## src/rtl/bp_be_fe_queue.sv

```systemverilog
// ---------------------------------------------------------------------------
// bp_be_fe_queue
//
// Checkpointed instruction queue between the front-end fetch output and the
// back-end checker. Fetch packets enqueue with ready/valid. The checker reads
// them speculatively with yumi. Entries are then either committed (deq),
// re-presented from the last commit point (roll), or dropped wholesale (clr).
// Every output is a function of registered state only, so no combinational
// path exists from the FE side to the BE side.
//
// Ports:
//   clk_i      - clock, all state updates on the rising edge
//   reset_n_i  - synchronous active-low reset (clears the pointers only)
//   data_i     - fetch packet to enqueue
//   v_i        - enqueue valid
//   ready_o    - space available (space is freed on commit, not on read)
//   data_o     - entry at the speculative read pointer
//   v_o        - an unread entry is present
//   yumi_i     - checker consumes data_o this cycle (only while v_o)
//   deq_i      - commit the oldest speculatively read entry
//   roll_i     - rewind the speculative read pointer to the commit pointer
//   clr_i      - discard all unread entries
//   empty_o    - nothing held, committed or otherwise
// ---------------------------------------------------------------------------
module bp_be_fe_queue #(
  parameter  int width_p      = 128,
  parameter  int els_p        = 8,
  localparam int ptr_width_lp = $clog2(els_p) + 1
) (
  input  logic               clk_i,
  input  logic               reset_n_i,
  input  logic [width_p-1:0] data_i,
  input  logic               v_i,
  output logic               ready_o,
  output logic [width_p-1:0] data_o,
  output logic               v_o,
  input  logic               yumi_i,
  input  logic               deq_i,
  input  logic               roll_i,
  input  logic               clr_i,
  output logic               empty_o
);

  localparam int idx_width_lp = ptr_width_lp - 1;
  localparam logic [ptr_width_lp-1:0] full_cnt_lp = ptr_width_lp'(els_p);
  localparam logic [ptr_width_lp-1:0] one_lp      = ptr_width_lp'(1);

  logic [width_p-1:0] mem_q [els_p];

  // Pointers carry one extra wrap bit so that full and empty are distinct.
  logic [ptr_width_lp-1:0] wptr_q,      wptr_d;
  logic [ptr_width_lp-1:0] rptr_spec_q, rptr_spec_d;
  logic [ptr_width_lp-1:0] rptr_cmt_q,  rptr_cmt_d;

  logic [ptr_width_lp-1:0] used_cnt;
  logic                    enq;

  // Occupancy is measured from the commit pointer: read-but-uncommitted
  // entries still own their slots because a roll may re-present them.
  assign used_cnt = wptr_q - rptr_cmt_q;
  assign ready_o  = (used_cnt != full_cnt_lp);
  assign v_o      = (rptr_spec_q != wptr_q);
  assign empty_o  = (wptr_q == rptr_cmt_q);
  assign data_o   = mem_q[rptr_spec_q[idx_width_lp-1:0]];

  // A packet arriving in the same cycle as a clear is dropped.
  assign enq = v_i & ready_o & ~clr_i;

  always_comb begin
    rptr_cmt_d  = rptr_cmt_q;
    rptr_spec_d = rptr_spec_q;
    wptr_d      = wptr_q;

    if (deq_i) begin
      rptr_cmt_d = rptr_cmt_q + one_lp;
    end

    // Roll lands on the post-commit pointer and voids a concurrent yumi.
    if (roll_i) begin
      rptr_spec_d = rptr_cmt_d;
    end else if (yumi_i) begin
      rptr_spec_d = rptr_spec_q + one_lp;
    end

    // Clear truncates the queue at the new speculative pointer, so an entry
    // yumi'd in the same cycle survives as read-but-uncommitted.
    if (clr_i) begin
      wptr_d = rptr_spec_d;
    end else if (enq) begin
      wptr_d = wptr_q + one_lp;
    end
  end

  always_ff @(posedge clk_i) begin
    if (!reset_n_i) begin
      wptr_q      <= '0;
      rptr_spec_q <= '0;
      rptr_cmt_q  <= '0;
    end else begin
      wptr_q      <= wptr_d;
      rptr_spec_q <= rptr_spec_d;
      rptr_cmt_q  <= rptr_cmt_d;
    end
  end

  // Storage is not reset; only the pointers define what is valid.
  always_ff @(posedge clk_i) begin
    if (reset_n_i && enq) begin
      mem_q[wptr_q[idx_width_lp-1:0]] <= data_i;
    end
  end

  // Protocol checks on the checker and fetch sides.
  a_yumi_needs_valid: assert property (@(posedge clk_i) disable iff (!reset_n_i)
    yumi_i |-> v_o);
  a_deq_needs_read: assert property (@(posedge clk_i) disable iff (!reset_n_i)
    deq_i |-> (rptr_cmt_q != rptr_spec_q));
  a_no_valid_when_full: assert property (@(posedge clk_i) disable iff (!reset_n_i)
    v_i |-> ready_o);

endmodule

```

## config.mk

```make
export PLATFORM = sky130hd
export DESIGN_NAME = bp_be_fe_queue
export DESIGN_NICKNAME = d
export VERILOG_FILES = /design/src/rtl/bp_be_fe_queue.sv
export SDC_FILE = /design/constraint.sdc
export NUM_CORES = 1
export LEC_CHECK = 0
export ABC_AREA = 1
export BUFFER_PORTS_ARGS = -buffer_cell sky130_fd_sc_hd__buf_4
export CAP_MARGIN = 15
export CELL_PAD_IN_SITES_DETAIL_PLACEMENT = 1
export CELL_PAD_IN_SITES_GLOBAL_PLACEMENT = 2
export CORE_MARGIN = 1
export CORE_UTILIZATION = 38
export DETAILED_ROUTE_END_ITERATION = 10
export HOLD_SLACK_MARGIN = 0.03
export PLACE_DENSITY = 0.86
export SKIP_LAST_GASP = 1
export SLEW_MARGIN = 10
export SYNTH_ARGS = -nofsm -noshare
export SYNTH_HDL_FRONTEND = slang
export SYNTH_SLANG_ARGS = --single-unit
```

## constraint.sdc

```tcl
create_clock -name clk_i -period 7.8 [get_ports clk_i]
set_clock_uncertainty 0.1 [all_clocks]
set_input_delay 0.39 -clock clk_i [delete_from_list [all_inputs] [get_ports clk_i]]
set_output_delay 0.39 -clock clk_i [all_outputs]
set_load 0.03 [all_outputs]
```

# --- Word level (Yosys, flattened, before mapping) ---
# Memories as Yosys holds them, arrays and structs flattened. A register that Yosys moved wholly into a read port is not among the register bits.
# Index checks and enable logic that the tools add are counted.
word_totals:
  ff_bits: 12
  latch_bits: 0
  mem_bits_rw: 1024
  romBits: 0
  in_bits: 135
  output_inout_bits: 131
  word_cells: 24
  n_memories: 1
mem_list:
  columns: ["memory", "words", "width", "rd", "rd_ports_with_merged_regs", "wr", "line", "rtl"]
  rows:
  - ["mem_q", 8, 128, 1, 1, 1, "48", "logic [width_p-1:0] mem_q [els_p];"]
classes:
  n_addsub: 4
  n_mul: 0
  div: 0
  order_cmp: 0
  n_eq_ne: 3
  shift: 0
  n_mux: 8
  n_bitwise: 3
  reduce_logical: 2
op_table:
  columns: ["cell", "n"]
  rows:
  - ["2-to-1 mux 4 bit", 5]
  - ["adder 4 x 1 -> 4 bit (second input constant)", 3]
  - ["== test 4 bit", 1]
  - ["inequality test 4 bit", 1]
  - ["inequality test 4 bit (second input constant)", 1]
  - ["subtractor 4 bit", 1]
  - ["2-to-1 mux 3 bit", 1]
  - ["bitwise AND 1 bit", 2]
  - ["2-to-1 mux 1 bit", 2]
  - ["nonzero test 2 bit", 1]
  - ["logical AND 1 bit", 1]
  - ["NOT 1 bit", 1]

# --- Logic depth before layout (Yosys ltp) ---
# Gate-level depths: netlist of the first run.
logic_depth:
  ltp_word: 7
  depth_mapped: 14
  depth_no_buf: 14

# --- Worst setup path before layout of the first run ---
# Ideal clock, no wire load.
synth_path:
  path_type: "register to register"
  from: "reg rptr_cmt_q[2]"
  to: "mem mem_q[1][0] (enable)"
  arrival_ns: 7.031
  path_slack_ns: 0.052
  stages_incl_launch_ff: 12
  path_buffers: 0
  synth_period_minus_slack_ns: 7.748
  cell_sequence: "dfxtp_1 -> inv_1 -> ha_1 -> a21oi_1 -> nand2_1 -> nand2_1 -> nand2_1 -> nand2_1 -> nand2_1 -> inv_1 -> nand4_1 -> nor2_1"
synth_between:
  elab_chain_len: 7
synth_rtl:
  columns: ["element", "line", "rtl"]
  rows:
  - ["from (decl)", "53", "logic [ptr_width_lp-1:0] rptr_cmt_q, rptr_cmt_d;"]
  - ["from (signal assigned)", "102", "rptr_cmt_q <= rptr_cmt_d;"]
  - ["subtractor 4 bit", "60", "assign used_cnt = wptr_q - rptr_cmt_q;"]
  - ["inequality test 4 bit", "61", "assign ready_o = (used_cnt != full_cnt_lp);"]
  - ["net ready_o", "34", "output logic ready_o,"]
  - ["bitwise AND 1 bit (2 in series)", "67", "assign enq = v_i & ready_o & ~clr_i;"]
  - ["logical AND 1 bit", "108", "if (reset_n_i && enq) begin"]
  - ["2-to-1 mux 1 bit", "108", null]
  - ["2-to-1 mux 1 bit (not written as such)", "109", "mem_q[wptr_q[idx_width_lp-1:0]] <= data_i;"]
  - ["to (decl)", "48", null]
# The timed path passes the listed nets, and every way through them passes these cells.

==> impl_metrics.py, run 1 <==
metrics = {
    "run_status": {
        "status": "finished clean",
    },
    "power_and_ir_drop": {
        "swShare_pct": 24.00,
        "power.share.sequential_pct": 49.1,
        "powerDensity_nw_per_um2": 262.9,
        "p_clk_share_pct": 40.5,
        "switchingPower_mw": 3.037,
        "power_mw": 12.65,
        "cellInternalPower_mw": 9.616,
        "vdd_drop_max_mv": 0.1759,
        "power_frac_comb_pct": 10.5,
        "power.leakage_nw": 16.06,
    },
    "setup_path": {
        "crit_fanout": 94,
        "end_kind": "output port",
        "startpoint_type": "flop",
        "r2r_start": "wptr_q[2]$_SDFFE_PN0P_",
        "slowest_stage": "buf_4",
        "slowest_delay_ns": 0.91,
        "critPathRequiredTime_ns": 7.31,
        "cp_num_buf_inv": 3,
        "critPathMostFrequentCell": "buf_4",
        "setup.worst_path.start": "rptr_spec_q[0]$_SDFF_PN0_",
        "crit_family": "buffers and inverters",
        "arrival_ns": 4.52,
        "crit_path_cell_trace": "buf_4 -> buf_4 -> o21ai_0 -> o22ai_1 -> nor2_1 -> a31oi_1 -> buf_4",
        "path_class": "flop to output port",
    },
    "logic_synthesis": {
        "ys_warn_count": 0,
        "synth_area_leaders": "edfxtp_1, nor2_1, o21ai_0",
        "synth_area_um2": 40280,
        "avgSynthCellArea_um2": 13.29,
        "synth_edf_count": 1024,
        "synthDistinctLibCells": 25,
        "synth_cells": 3032,
        "async_flop_share_pct": 0,
        "syn_nets": 3173,
        "synth-seq-cells": 1036,
        "seq_area_frac_synth_pct": 76.93,
        "yosys.area.top_type": "edfxtp_1",
        "yosysTopAreaCellShare_pct": 76.33,
        "yosys_most_used_dff": "edfxtp_1",
    },
    "drt": {
        "dr.pass1.iters": 4,
        "wirelength_mm": 104.9,
        "vias_per_cell": 5.253,
        "post-route-drc-count": 0,
        "drt-initial-drc-count": 1880,
        "ant_nets": 0,
        "routedWlPerCell_um": 21.62,
        "num_vias": 25490,
    },
    "timing": {
        "post-route-min-period_ns": 5.011,
        "tightestPinTransition_ns": 1.163,
        "setup_viol": 0,
        "slew_violations": 0,
        "hold_viol_final": 0,
        "slew_headroom_pct": 22.49,
        "rsz0062_at_grt": "false",
        "max_freq_ghz": 0.1996,
        "fin_tns_setup_ns": 0,
        "fin_crit_sh_pct": 64.25,
    },
    "cells_and_area": {
        "final_cell_area_um2": 48130,
        "layout-drive-gt1-share_pct": 13.44,
        "stdcell_count": 4852,
        "final_nets": 3514,
        "areaGrowthSynthToFinish_pct": 19.46,
    },
    "floorplanning": {
        "die_y_um": 327.6,
        "ios": 266,
        "num_rows": 119,
        "die_area_um2": 107300,
        "core_um2": 105100,
        "initial_core_util_pct": 38.32,
        "fp.dieW_um": 327.6,
    },
    "clocking": {
        "cts_setup_buffers": 0,
        "cts_tree": "yes",
        "cts_max_level": 3,
        "root_buffer": "clkbuf_16",
        "clockBufferDepth": 3,
        "worstSkewPairLatency_ns": 0.69,
        "clkTransAtPathRegs_ns": 0.06,
        "cts_made_buffers": 108,
        "cts.sinks": 1036,
    },
    "global_route": {
        "grt.overflow.total": 0,
        "grt_max_degree": 271,
        "antenna_found_initial": 4,
        "grt_pass1_vias": 27080,
        "grt_pass1_wl_mm": 159.8,
        "grt_use_total_pct": 19.37,
    },
    "worst_hold_path": {
        "min-delay-path-class": "primary input to flop",
        "min-delay-start": "v_i",
    },
    "job": {
        "maxCapViolations": 0,
    },
    "placement": {
        "portBuffers": 265,
        "gp_congestion": 0.7125,
        "hpwl_mm": 53.66,
        "placed_area_um2": 43290,
        "dpl.cell_count": 4521,
    },
}
## worst register-to-register path, cell delays in order (launching register included)
cell and delay (ns):
dfxtp_1 0.50, ha_1 0.33, a21oi_1 0.21, nand2_1 0.08
nand2_1 0.06, nand2_1 0.04, nand2_1 0.08, nand2_1 0.13
inv_1 0.13, nand4_1 0.35, nor2_4 0.98, buf_4 0.66
## timing repair
item	in CTS	in global routing
endpoints found under the setup margin	0	0
resized for setup	0	0
endpoints found under the hold margin	1033	0
hold buffers	133	0
## final cells by class
cell class | count | area [um^2]
Fill cell | 10720 | 56990
Inverter | 23 | 117.6
Tap cell | 1391 | 1740
Clock inverter | 68 | 661.9
Sequential cell | 1036 | 31000
Timing Repair Buffer | 431 | 3631
Multi-Input combinational cell | 1773 | 8130
Antenna cell | 1 | 2.502
Clock buffer | 129 | 2845
## path summary, 6_finish.rpt
kind | endpoint | slack, ns | cells after the start
setup / recovery | data_o[101] | 2.79 | 7
hold / removal | wptr_q[1]$_SDFFE_PN0P_ | 0.08 | 4
setup reg to reg | mem_q[6][112]$_DFFE_PP_ | 3.75 | 11
hold reg to reg | rptr_cmt_q[3]$_SDFF_PN0_ | 0.47 | 3
## state kept, by name, indices dropped and copies added (netlist names)
| register | count |
|---|---|
| mem_q | 1024 |
| rptr_cmt_q | 4 |
| rptr_spec_q | 4 |
| wptr_q | 4 |
## power groups by stage
stage	Combinational (mW)	Clock, mW	Sequential [mW]
final	1.32	5.12	6.21
after global routing	1.44	5.42	6.21
after CTS	1.34	5.23	6.21
after detailed placement	1.28	0	6.33
after global placement	1.26	0	6.32
after floorplan	0.794	0	6.32
## synth_stat cells, types with 19 or more instances
library cell,instances
inv_1,20
edfxtp_1,1024
a31oi_1,128
o21ai_0,464
buf_4,19
clkbuf_1,98
nor2_1,918
nand2_1,41
buf_6,35
o21ai_1,57
o22ai_1,128
buf_2,27
## cell families after synthesis
kind of cell | after synthesis | synth area share, %
buffers and inverters | 223 | 3.041
flip-flops | 1036 | 76.93
AND/OR/NAND/NOR | 977 | 9.172
AO/OA/AOI/OAI | 783 | 10.52
XOR/XNOR | 7 | 0.1522
adder cells (fa/ha/maj) | 6 | 0.1863
## stage by stage
stage | util [%] | setup WS [ns] | hold WS (ns)
after floorplan | - | 0.05155 | 0.3889
after global placement | 41.18 | 3.542 | 0.4441
after detailed placement | 41.18 | 3.473 | 0.4607
after CTS | 45.78 | 2.729 | 0.05163
after global routing | 45.78 | 2.506 | 0.07574
final | 45.78 | 2.789 | 0.08393
## layer usage
metal | part of all wire, % | global-route usage (%) | up-vias
met2 | 51 | 34.65 | 494
met1 | 43 | 24.29 | 13030
met4 | 2.1 | 5.008 | 4
met3 | 3.9 | 3.152 | 161
li1 | - | - | 11800
met5 | 0.026 | 0 | -
## layout by cell type (no fill, tap or decap), types with 2 or more instances in the layout
cell type and instances:
a21oi_1 6, a31oi_1 128, buf_12 5, buf_4 293, bufinv_16 13, clkbuf_1 18, clkbuf_16 111, clkinv_1 27
clkinv_2 19, clkinvlp_4 7, dfxtp_1 10, dfxtp_4 2, dlygate4sd3_1 133, edfxtp_1 1024, ha_1 6, inv_1 19
inv_6 2, inv_8 2, nand2_1 41, nand3_1 12, nand4_1 3, nor2_1 910, nor2_4 8, nor3_1 2
o21ai_0 464, o21ai_1 57, o22ai_1 128, xnor2_1 5, xor2_1 2
Note: power is estimated with default switching activity, not from simulation.
==> run 2: changes to the inputs <==
clock period = 4.41 ns   (was 7.8 ns; I/O delays follow)
==> run 2 against run 1 <==
Effect of this change:
- critical path depth unchanged
- clock power increased by 70%
- die area stayed put
- flip-flop and latch count did not move
- first-iteration DRC count down 2.3%
- global-route usage shrank 0.056 points
- final area grew 0.51%
- hold slack gained 0.13 ns
- non-clock buffer count is 23 higher
- sequential share of layout area is 0.33 points lower
- critical path type unchanged
==> impl_metrics.py, run 2 (synthesized netlist as in run 1, its figures left out) <==
metrics = {
    "cells_and_area": {
        "final_cell_mix": "edfxtp_1, nor2_1, o21ai_0",
        "final_common_cell": "edfxtp_1",
        "areaGrowthSynthToFinish_pct": 20.07,
        "layout-drive-gt1-share_pct": 13.26,
        "nFillCells": 10720,
        "largest_reg_flops": 1024,
        "final_nets": 3539,
        "diodes": 0,
        "multi_input_area_um2": 8130,
        "finish.utilization_pct": 46.02,
        "regArea_um2": 31000,
    },
    "drt": {
        "post-route-drc-count": 0,
        "routedWlPerCell_um": 21.52,
        "vias_per_cell": 5.245,
        "wirelength_mm": 104.9,
        "ant_nets": 0,
        "drt-initial-drc-count": 1836,
        "dr.pass1.iters": 4,
        "num_vias": 25560,
    },
    "power_and_ir_drop": {
        "power_frac_comb_pct": 10.8,
        "swShare_pct": 24.40,
        "power.leakage_nw": 16.13,
        "cellInternalPower_mw": 16.68,
        "power.share.sequential_pct": 49.7,
        "switchingPower_mw": 5.381,
        "vdd_drop_max_mv": 0.4384,
        "powerDensity_nw_per_um2": 456.0,
        "p_clk_share_pct": 39.4,
    },
    "placement": {
        "gp_congestion": 0.7531,
        "hpwl_mm": 56.54,
        "portBuffers": 265,
    },
    "clocking": {
        "root_buffer": "clkbuf_16",
        "cts_max_level": 3,
        "clkTransAtPathRegs_ns": 0.06,
        "clockBufferDepth": 3,
        "cts_tree": "yes",
        "cts_resized": 0,
        "worstSkewPairLatency_ns": 0.68,
        "cts.sinks": 1036,
        "cts_hold_buf": 141,
        "cts_setup_buffers": 0,
        "cts_made_buffers": 110,
    },
    "setup_path": {
        "startpoint_type": "flop",
        "slowest_delay_ns": 0.56,
        "critPathMostFrequentCell": "nor2_1",
        "path_class": "flop to output port",
        "reg2reg_depth": 13,
        "crit_fanout": 298,
        "end_kind": "output port",
        "critical_path_depth": 7,
        "crit_family": "buffers and inverters",
        "crit_path_cell_trace": "inv_16 -> buf_12 -> nor2_1 -> o22ai_1 -> nor2_1 -> a31oi_1 -> buf_4",
        "critPathRequiredTime_ns": 4.09,
        "cp_num_buf_inv": 3,
        "slowest_stage": "inv_16",
        "arrival_ns": 3.45,
    },
    "timing": {
        "slew_headroom_pct": 17.81,
        "setup_viol": 0,
        "rsz0062_at_grt": "false",
        "slew_violations": 0,
        "max_freq_ghz": 0.2652,
        "hold_slack_ns": 0.2138,
        "fin_crit_sh_pct": 85.52,
        "post-route-min-period_ns": 3.771,
        "hold_viol_final": 0,
        "tightestPinTransition_ns": 1.233,
    },
    "floorplanning": {
        "core_um2": 105100,
        "num_rows": 119,
        "die_y_um": 327.6,
        "die_area_um2": 107300,
        "initial_core_util_pct": 38.32,
        "ios": 266,
        "fp.dieW_um": 327.6,
    },
    "global_route": {
        "grt.overflow.total": 0,
        "grt_max_degree": 299,
        "antenna_found_initial": 3,
        "grt_pass1_vias": 27460,
        "grt_use_total_pct": 19.32,
        "grt_pass1_wl_mm": 160.6,
    },
    "worst_hold_path": {
        "whs_path_depth": 2,
        "min-delay-path-class": "primary input to flop",
    },
    "run_status": {
        "status": "finished clean",
    },
    "job": {
        "maxCapViolations": 0,
    },
}
[run 2: cell types whose count changed in the layout (fill, tap and decap cells not counted), moves of 6 or more]
cell	before	now
clkinvlp_4	7	1
clkinv_1	27	21
bufinv_16	13	4
buf_12	5	23
dlygate4sd3_1	133	141
clkinv_2	19	8
clkbuf_1	18	42
[run 2: routing by layer]
metal  vias up  GRT usage [%]  routed length (um)
met2       544          34.52               54440
met1     13040          24.32               43910
met5         -              0                  18
met4         4          5.486                2132
met3       146          2.729                4381
li1      11830              -                   -
[run 2: power by group through the flow]
stage | logic, mW | registers (mW) | clock network (mW)
after global routing | 2.60 | 11.0 | 9.24
after global placement | 2.25 | 11.2 | 0
after floorplan | 1.41 | 11.2 | 0
after detailed placement | 2.30 | 11.2 | 0
final | 2.39 | 11.0 | 8.70
after CTS | 2.42 | 11.0 | 8.90
[run 2: per-stage QoR]
step	setup WS, ns	power, mW	cells	setup TNS, ns	area (um^2)
after floorplan	-1.258	12.58	3032	-1287.57	40300
after global placement	0.9085	13.41	4536	0	43620
after detailed placement	0.8157	13.47	4536	0	43620
after CTS	0.6900	22.28	4874	0	48370
after global routing	0.4623	22.80	4874	0	48370
final	0.6386	22.06	4874	0	48370
[run 2: layout make-up]
type / count / area share [%]
inverter: 23 / 0.2431
clock buffer: 158 / 6.257
timing repair buffer: 454 / 8.370
tap: 1391 / 3.598
sequential: 1036 / 64.08
clock inverter: 39 / 0.6415
multi-input combinational: 1773 / 16.81
[run 2: final timing paths]
kind,startpoint,to,slack (ns)
hold / removal,data_i[52],mem_q[1][52]$_DFFE_PP_,0.21
hold reg to reg,rptr_cmt_q[2]$_SDFF_PN0_,rptr_cmt_q[2]$_SDFF_PN0_,0.47
setup reg to reg,rptr_spec_q[1]$_SDFF_PN0_,wptr_q[3]$_SDFFE_PN0P_,0.71
setup / recovery,rptr_spec_q[0]$_SDFF_PN0_,data_o[88],0.64
[run 2: worst reg2reg max path, cell delays in order, from the launching register on]
cell and delay (ns):
dfxtp_4 0.40, buf_12 0.59, nand2_1 0.16, nor2_1 0.16
or2_2 0.13, nand3_1 0.08, nand3_1 0.09, nand2_1 0.05
dlygate4sd3_1 0.55, inv_1 0.06, nand2_1 0.05, dlygate4sd3_1 0.56
nor2_1 0.11, dlygate4sd3_1 0.56
==> run 3: changes to the inputs <==
--- a/config.mk
+++ b/config.mk
@@ -12,10 +12,10 @@
 export CELL_PAD_IN_SITES_GLOBAL_PLACEMENT = 2
 export CORE_MARGIN = 1
-export CORE_UTILIZATION = 38
+export CORE_UTILIZATION = 46
 export DETAILED_ROUTE_END_ITERATION = 10
 export HOLD_SLACK_MARGIN = 0.03
-export PLACE_DENSITY = 0.86
+export PLACE_DENSITY = 0.95
 export SKIP_LAST_GASP = 1
-export SLEW_MARGIN = 10
+export SLEW_MARGIN = 15
 export SYNTH_ARGS = -nofsm -noshare
 export SYNTH_HDL_FRONTEND = slang
==> constraint.sdc (replaced) <==
create_clock -name clk_i -period 4.5 [get_ports clk_i]
set_clock_uncertainty 0.1 [all_clocks]
set_input_delay 0.45 -clock clk_i [delete_from_list [all_inputs] [get_ports clk_i]]
set_output_delay 0.45 -clock clk_i [all_outputs]
set_load 0.03 [all_outputs]
==> run 3 against run 2 <==
Effect of this change:
- core utilization increased by 9.6 points
- hold slack lost 0.14 ns
- worst setup slack better by 0.0076 ns
- flip-flop and latch count stayed put
- wire length grew 2.1%
- critical endpoint is now data_o[59]
==> impl_metrics.py, run 3 (synthesized netlist as in run 1, its figures left out) <==
metrics = {
    "setup_path": {
        "crit_path_cell_trace": "buf_12 -> o21ai_0 -> o22ai_1 -> nor2_1 -> a31oi_1 -> buf_4",
        "critPathRequiredTime_ns": 3.95,
        "path_class": "flop to output port",
        "slowest_delay_ns": 0.60,
        "slowest_stage": "buf_12",
        "end_kind": "output port",
        "startpoint_type": "flop",
        "arrival_ns": 3.30,
        "crit_fanout": 228,
    },
    "floorplanning": {
        "initial_core_util_pct": 46.44,
        "fp.dieW_um": 297.9,
        "ios": 266,
        "num_rows": 108,
        "core_um2": 86750,
        "die_y_um": 297.9,
        "die_area_um2": 88760,
    },
    "drt": {
        "wirelength_mm": 107.1,
        "vias_per_cell": 5.635,
        "drt-initial-drc-count": 1820,
        "post-route-drc-count": 0,
        "dr.pass1.iters": 7,
        "num_vias": 26100,
        "ant_nets": 0,
        "routedWlPerCell_um": 23.13,
    },
    "cells_and_area": {
        "final_cell_area_um2": 48240,
        "nFillCells": 8522,
        "regArea_um2": 31000,
        "layout-drive-gt1-share_pct": 13.93,
        "final_cell_mix": "edfxtp_1, nor2_1, o21ai_0",
        "areaGrowthSynthToFinish_pct": 19.74,
        "final_common_cell": "edfxtp_1",
        "stdcell_count": 4632,
        "largest_reg_flops": 1024,
        "finish.utilization_pct": 55.60,
        "final_nets": 3527,
        "multi_input_area_um2": 8130,
    },
    "power_and_ir_drop": {
        "power.leakage_nw": 16.23,
        "powerDensity_nw_per_um2": 455.1,
        "power_mw": 21.95,
        "vdd_drop_max_mv": 0.3991,
    },
    "placement": {
        "placed_area_um2": 43420,
        "hpwl_mm": 57.46,
        "dpl.cell_count": 4301,
        "pre_cts_slack_ns": 0.7904,
        "portBuffers": 265,
        "gp_congestion": 0.7430,
    },
    "global_route": {
        "grt_max_degree": 237,
        "antenna_found_initial": 4,
        "grt_use_total_pct": 23.89,
        "grt_pass1_wl_mm": 164.0,
        "grt_pass1_vias": 27980,
        "grt.overflow.total": 0,
    },
    "clocking": {
        "cts_resized": 0,
        "cts_tree": "yes",
        "cts.sinks": 1036,
        "worstSkewPairLatency_ns": 0.66,
        "clockBufferDepth": 3,
        "clkTransAtPathRegs_ns": 0.06,
        "cts_made_buffers": 107,
        "cts_max_level": 3,
        "root_buffer": "clkbuf_16",
    },
    "timing": {
        "fin_tns_setup_ns": 0,
        "setup_ws_ns": 0.6462,
        "slew_violations": 0,
        "tightestPinTransition_ns": 1.328,
        "post-route-min-period_ns": 3.854,
        "slew_headroom_pct": 11.45,
        "rsz0062_at_grt": "false",
        "fin_crit_sh_pct": 85.64,
        "hold_viol_final": 0,
        "hold_slack_ns": 0.07370,
        "setup_viol": 0,
        "max_freq_ghz": 0.2595,
    },
    "worst_hold_path": {
        "min-delay-path-class": "primary input to flop",
    },
    "job": {
        "maxCapViolations": 0,
    },
    "run_status": {
        "status": "finished clean",
    },
}
[run 3: final timing paths]
check | slack (ns) | to | cells after the start | startpoint
hold / removal | 0.07 | wptr_q[0]$_SDFFE_PN0P_ | 4 | clr_i
setup / recovery | 0.65 | data_o[59] | 6 | rptr_spec_q[0]$_SDFF_PN0_
setup reg to reg | 0.82 | mem_q[1][114]$_DFFE_PP_ | 11 | wptr_q[2]$_SDFFE_PN0P_
hold reg to reg | 0.46 | rptr_cmt_q[2]$_SDFF_PN0_ | 2 | rptr_cmt_q[2]$_SDFF_PN0_
[run 3: area by class of cell]
class | count | area share [%]
inverters | 23 | 0.2438
repair buffers | 445 | 8.383
multi-input cells | 1773 | 16.85
well taps | 1155 | 2.996
clock inverters | 73 | 1.517
flip-flops and latches | 1036 | 64.26
clock buffers | 125 | 5.735
diodes | 2 | 0.01038
[run 3: power breakdown]
part	switching [mW]	internal, mW	total [mW]
clock	3.74	5.10	8.85
combinational	1.60	0.764	2.36
sequential	0.0357	10.7	10.7
[run 3: timing repair]
action | CTS | global route
buffers inserted | 0 | 0
endpoints found under the setup margin | 0 | 0
endpoints found under the hold margin | 1028 | 0
hold buffers | 131 | 0
[run 3: layer usage]
layer	global-route usage (%)	up-vias	share of wire (%)
li1	-	11830	-
met3	3.085	186	4.7
met4	7.521	4	2.6
met5	0	-	0.021
met1	30.10	13370	40
met2	42.69	710	52
[run 3: critical path, delay by kind of cell (launching register included)]
family                 cells  cell delay [ns]
flip-flops                 1             0.44
AO/OA/AOI/OAI              3             0.90
buffers and inverters      2             0.85
AND/OR/NAND/NOR            1             0.08
